`config.mk`:
```
export PLATFORM = sky130hd
export DESIGN_NAME = br_flow_reg_rev_skid
export DESIGN_NICKNAME = d
export VERILOG_FILES = /design/src/rtl/br_flow_reg_rev_skid.sv
export SDC_FILE = /design/constraint.sdc
export NUM_CORES = 1
export LEC_CHECK = 0
export ABC_AREA = 1
export CORE_AREA = 2 2 39 41
export DETAILED_ROUTE_END_ITERATION = 8
export DIE_AREA = 0 0 41 43
export DONT_BUFFER_PORTS = 1
export HOLD_SLACK_MARGIN = 0.02
export SETUP_SLACK_MARGIN = 0.5
export SYNTH_ARGS = -nofsm -noshare
export SYNTH_HDL_FRONTEND = slang
export SYNTH_SLANG_ARGS = --single-unit
export TNS_END_PERCENT = 50
```
`constraint.sdc`:
```
create_clock -name clk -period 1 [get_ports clk]
set_input_delay 0.2 -clock clk [delete_from_list [all_inputs] [get_ports clk]]
set_output_delay 0.2 -clock clk [all_outputs]
set_load 0.01 [all_outputs]
```
`src/rtl/br_flow_reg_rev_skid.sv`:
```
// Reverse-style flow register with a Depth-entry skid buffer.
// push_ready is registered; valid/data bypass the storage when it is empty.
module br_flow_reg_rev_skid #(
  parameter int Width = 1,
  parameter int Depth = 1,
  parameter bit EnableCoverPushBackpressure = 1,
  parameter bit EnableAssertPushValidStability = EnableCoverPushBackpressure,
  parameter bit EnableAssertPushDataStability = EnableAssertPushValidStability,
  parameter bit EnableAssertFinalNotValid = 1,
  localparam int CountW = $clog2(Depth + 1)
) (
  input  logic              clk,
  input  logic              rst,
  output logic              push_ready,
  input  logic              push_valid,
  input  logic [Width-1:0]  push_data,
  input  logic              pop_ready,
  output logic              pop_valid,
  output logic [Width-1:0]  pop_data,
  output logic [CountW-1:0] occupancy
);

  localparam int PtrW = (Depth > 1) ? $clog2(Depth) : 1;

  if (Width < 1) begin : gen_width_check
    $error("Width must be at least 1");
  end
  if (Depth < 1) begin : gen_depth_check
    $error("Depth must be at least 1");
  end

  logic [Width-1:0]  mem_q [Depth];
  logic [CountW-1:0] occ_q, occ_d;
  logic [PtrW-1:0]   rd_ptr_q, rd_ptr_d;
  logic [PtrW-1:0]   wr_ptr_q, wr_ptr_d;
  logic              push_ready_q, push_ready_d;
  logic              empty, push, pop, bypass_pop, wr_en, rd_en;

  function automatic logic [PtrW-1:0] incPtr(input logic [PtrW-1:0] p);
    return (p == PtrW'(Depth - 1)) ? '0 : p + 1'b1;
  endfunction

  // An empty buffer forwards the push side directly; once anything is held,
  // every new push goes through storage so ordering is kept.
  always_comb begin
    empty      = (occ_q == '0);
    push       = push_valid & push_ready_q;
    pop_valid  = push_valid | ~empty;
    pop_data   = empty ? push_data : mem_q[rd_ptr_q];
    pop        = pop_valid & pop_ready;
    bypass_pop = push & pop & empty;
    wr_en      = push & ~bypass_pop;
    rd_en      = pop & ~empty;
    occ_d      = occ_q + CountW'(wr_en) - CountW'(rd_en);
    wr_ptr_d   = wr_en ? incPtr(wr_ptr_q) : wr_ptr_q;
    rd_ptr_d   = rd_en ? incPtr(rd_ptr_q) : rd_ptr_q;
    push_ready_d = (occ_d != CountW'(Depth));
  end

  always_ff @(posedge clk) begin
    if (rst) begin
      occ_q        <= '0;
      rd_ptr_q     <= '0;
      wr_ptr_q     <= '0;
      push_ready_q <= 1'b1;
    end else begin
      occ_q        <= occ_d;
      rd_ptr_q     <= rd_ptr_d;
      wr_ptr_q     <= wr_ptr_d;
      push_ready_q <= push_ready_d;
    end
  end

  // Storage carries no reset; occupancy alone decides what is valid.
  always_ff @(posedge clk) begin
    if (wr_en) begin
      mem_q[wr_ptr_q] <= push_data;
    end
  end

  assign push_ready = push_ready_q;
  assign occupancy  = occ_q;

  if (EnableCoverPushBackpressure) begin : gen_cover_bp
    coverPushBackpressure: cover property (@(posedge clk) disable iff (rst)
      push_valid && !push_ready);
  end

  if (EnableAssertPushValidStability) begin : gen_assert_valid
    assertPushValidStable: assert property (@(posedge clk) disable iff (rst)
      (push_valid && !push_ready) |=> push_valid);
  end

  if (EnableAssertPushDataStability) begin : gen_assert_data
    assertPushDataStable: assert property (@(posedge clk) disable iff (rst)
      (push_valid && !push_ready) |=> $stable(push_data));
  end

  if (EnableAssertFinalNotValid) begin : gen_assert_final
    final begin
      assertFinalEmpty: assert (occupancy == '0 && !pop_valid);
    end
  end

endmodule

```
==> summary.md <==
| Metric | Value |
|---|---|
| Global route total overflow | 0 |
| Initial antenna violation count | 0 |
| Hold Path End | mem_q[0]$_DFFE_PP_ |
| Hold Path Depth | 0 |
| Num Clock Sinks | 3 |
| Layout cells sized above 1 | 0.538 |
| Lkg Pwr | 0.107 nW |
| Final Non-Filler Cells | 42 |
| CTS max path bufs | 2 |
| Setup-failing EPs final | 2 |
| Post-Synthesis Cell Area | 153 um^2 |
| Max_cap viols | 0 |
| Critical path cell sequence | or2_4 |
| Number of cell rows | 14 |
| ANT cells | 0 |
| Tmin final | 1.04 ns |
| Final worst slack | -0.0352 ns |
| Total power draw | 406 uW |
| Initial Util | 0.110 |
| Final Max Tran Viols | 0 |
| Syn_nets | 27 |
| RSZ-0062 raised after global routing | true |
| CP Launch Point | occupancy$_SDFF_PP0_ |
| Clock-pin slew on the worst setup and hold paths | 0.04 ns |
| Hold Crit Class | in2reg |
| Peak supply drop | 0.000210 V |
| Post-synth EDFFs | 1 |
| Netlist cell types | 8 |
| TNS Setup | -0.0422 ns |
| H-tree levels | 1 |
| Reg2reg path depth | 4 |
| Root buffer cell | clkbuf_4 |
| Power per cell area | 1840 mW/mm^2 |
| Via density | 3.33 |
| DIE AREA | 0.00176 mm^2 |
| Die Width | 41 um |
| GP Congestion | 0.521 |
| Max Fanout on Critical Path | 5 |
| CTS tree | built |
| Ys async rst share | 0 |
| Via count | 140 |
| Dpl cells | 38 |
| Die Y | 43 um |
| Critical path class | reg2out |
| Failing checks | setup timing |
| Clk_skew | 0.00310 ns |
| Yosys reg bits | 3 |
| DRC viols | 0 |
| Avg Cell Area, Syn | 6.94 um^2 |
| Final-report hold violation count | 0 |
| Hold_sp | push_data |
| PortBufs | 0 |
| Number of fillers in the final layout | 158 |
| Total iterations of the first detailed-routing run | 4 |
| Critical R2R Launch | occupancy$_SDFF_PP0_ |
| FF-to-FF End | mem_q[0]$_DFFE_PP_ |
| Worst path required time | 0.80 ns |
| Core area | 0.00138 mm^2 |
| Largest net degree at the start of global routing | 6 |
| CTS Hold Buffers Added | 0 |
| Final #Nets | 32 |
| Warning count from the yosys run | 0 |
| First-pass GRT wire length | 427 um |
| CP Buf/Inv Count | 0 |
| Top cell type's share of synthesized area | 0.262 |
| Initial drt markers | 2 |
| Crit start category | flip-flop |
| Fmax | 0.966 GHz |
| Mapped Cells | 22 |
| Post-DRT Antenna Nets | 0 |
| Slew margin rel. | 0.917 |
| Hold slack | 0.0605 ns |
| DP Wirelength | 257 um |
| Area grow syn2layout | 44.3% |
| Main synth FF type | dfxtp_1 |
| Vias in the first global route | 126 |
| Highest-delay cell along the critical path | dfxtp_4 |
| Area leader, netlist | dfxtp_1 |
| Gr usage total | 0.0511 |
| Clk_lat worst skew | 0.23 ns |
| Routed Wire Length | 342 um |
| CP Depth | 1 |
| Worst R2R Setup Slack | 0.10 ns |
| Worst setup EP type | output port |
| Worst Tran Pin Value | 0.124 ns |
| Period utilization | 1.04 |
| Count leader, synth | nand2_1 |
| CP max stage delay | 0.36 ns |
| Commonest cells in the netlist | 9 x nand2_1, 5 x inv_1, 2 x dfxtp_1, 2 x nor2_1 |
| DR WL/cell | 8.14 um |
| Top cells by area, synth | dfxtp_1 26%, nand2_1 22%, edfxtp_1 20% |
| Crit-path leading delay family | flip-flops |
| Inserted Clock Buffers | 3 |
| Sequential area share after synthesis | 0.459 |
| Critical Path AT | 0.84 ns |
| Status | complete, but fails checks |
| # IOs | 9 |
worst max path at each step:
| stage | to |
|---|---|
| 5_1_grt | pop_valid |
| 3_5_place_dp | mem_q[0]$_DFFE_PP_ |
| 4_1_cts | pop_valid |
| 3_3_place_gp | mem_q[0]$_DFFE_PP_ |
| 6_report | pop_valid |
| 2_1_floorplan | mem_q[0]$_DFFE_PP_ |
metrics by stage:
stage                     utilization  setup WS [ns]  instance area [um^2]
after floorplan                     -          0.152                   163
after global placement          0.132          0.124                   183
after detailed placement        0.132          0.117                   183
after CTS                       0.159        -0.0463                   220
after global routing            0.159        -0.0661                   220
final                           0.159        -0.0352                   220
placed cells by master, fill, tap and decap left out, drive strengths merged:
| cell type | count |
|---|---|
| a21oi | 1 |
| nor2 | 2 |
| o21bai | 1 |
| or2 | 1 |
| dfxtp | 2 |
| edfxtp | 1 |
| nand2 | 9 |
| inv | 5 |
| clkbuf | 4 |
area by class of cell:
class	instances	area, um^2	share of cell area
multi-input cells	14	80.1	0.364
inverters	5	18.8	0.0852
clock buffers	4	26.3	0.119
flip-flops and latches	3	75.1	0.341
well taps	16	20.0	0.0909
state kept, by name, indices dropped and copies added, names as in the netlist:
register    count
push_ready      1
occupancy       1
mem_q           1
what timing repair did:
| action | CTS | global route |
|---|---|---|
| resized for setup | 4 | 0 |
| buffers inserted | 0 | 0 |
| endpoints found under the setup margin | 7 | 7 |
| pin swaps | 0 | 0 |
cell families (layout without fill, tap and decap cells):
| kind of cell | after synthesis | count (layout) | synth area share |
|---|---|---|---|
| AO/OA/AOI/OAI | 2 | 2 | 0.107 |
| buffers and inverters | 5 | 9 | 0.123 |
| flip-flops | 3 | 3 | 0.459 |
| AND/OR/NAND/NOR | 12 | 12 | 0.312 |
power breakdown:
part / internal (mW) / leakage, nW / total (mW) / switching [mW]
clock network: 0.150 / 0.0150 / 0.213 / 0.0637
logic: 0.0195 / 0.0653 / 0.0478 / 0.0283
registers: 0.135 / 0.0262 / 0.145 / 0.00942
total: 0.305 / 0.107 / 0.406 / 0.101
worst reg2reg max path, stage by stage, from the launching register on:
cell and delay [ns]:
dfxtp_4 0.37, inv_2 0.05, nand2_2 0.08, nand2_2 0.05, inv_1 0.05
per-layer routing:
layer | part of all wire | track usage
met1 | 0.37 | 0.0287
met2 | 0.46 | 0.0500
met3 | 0.12 | 0.0419
met4 | 0.041 | 0.120
met5 | 0 | 0
(Power assumes the default switching activity.)
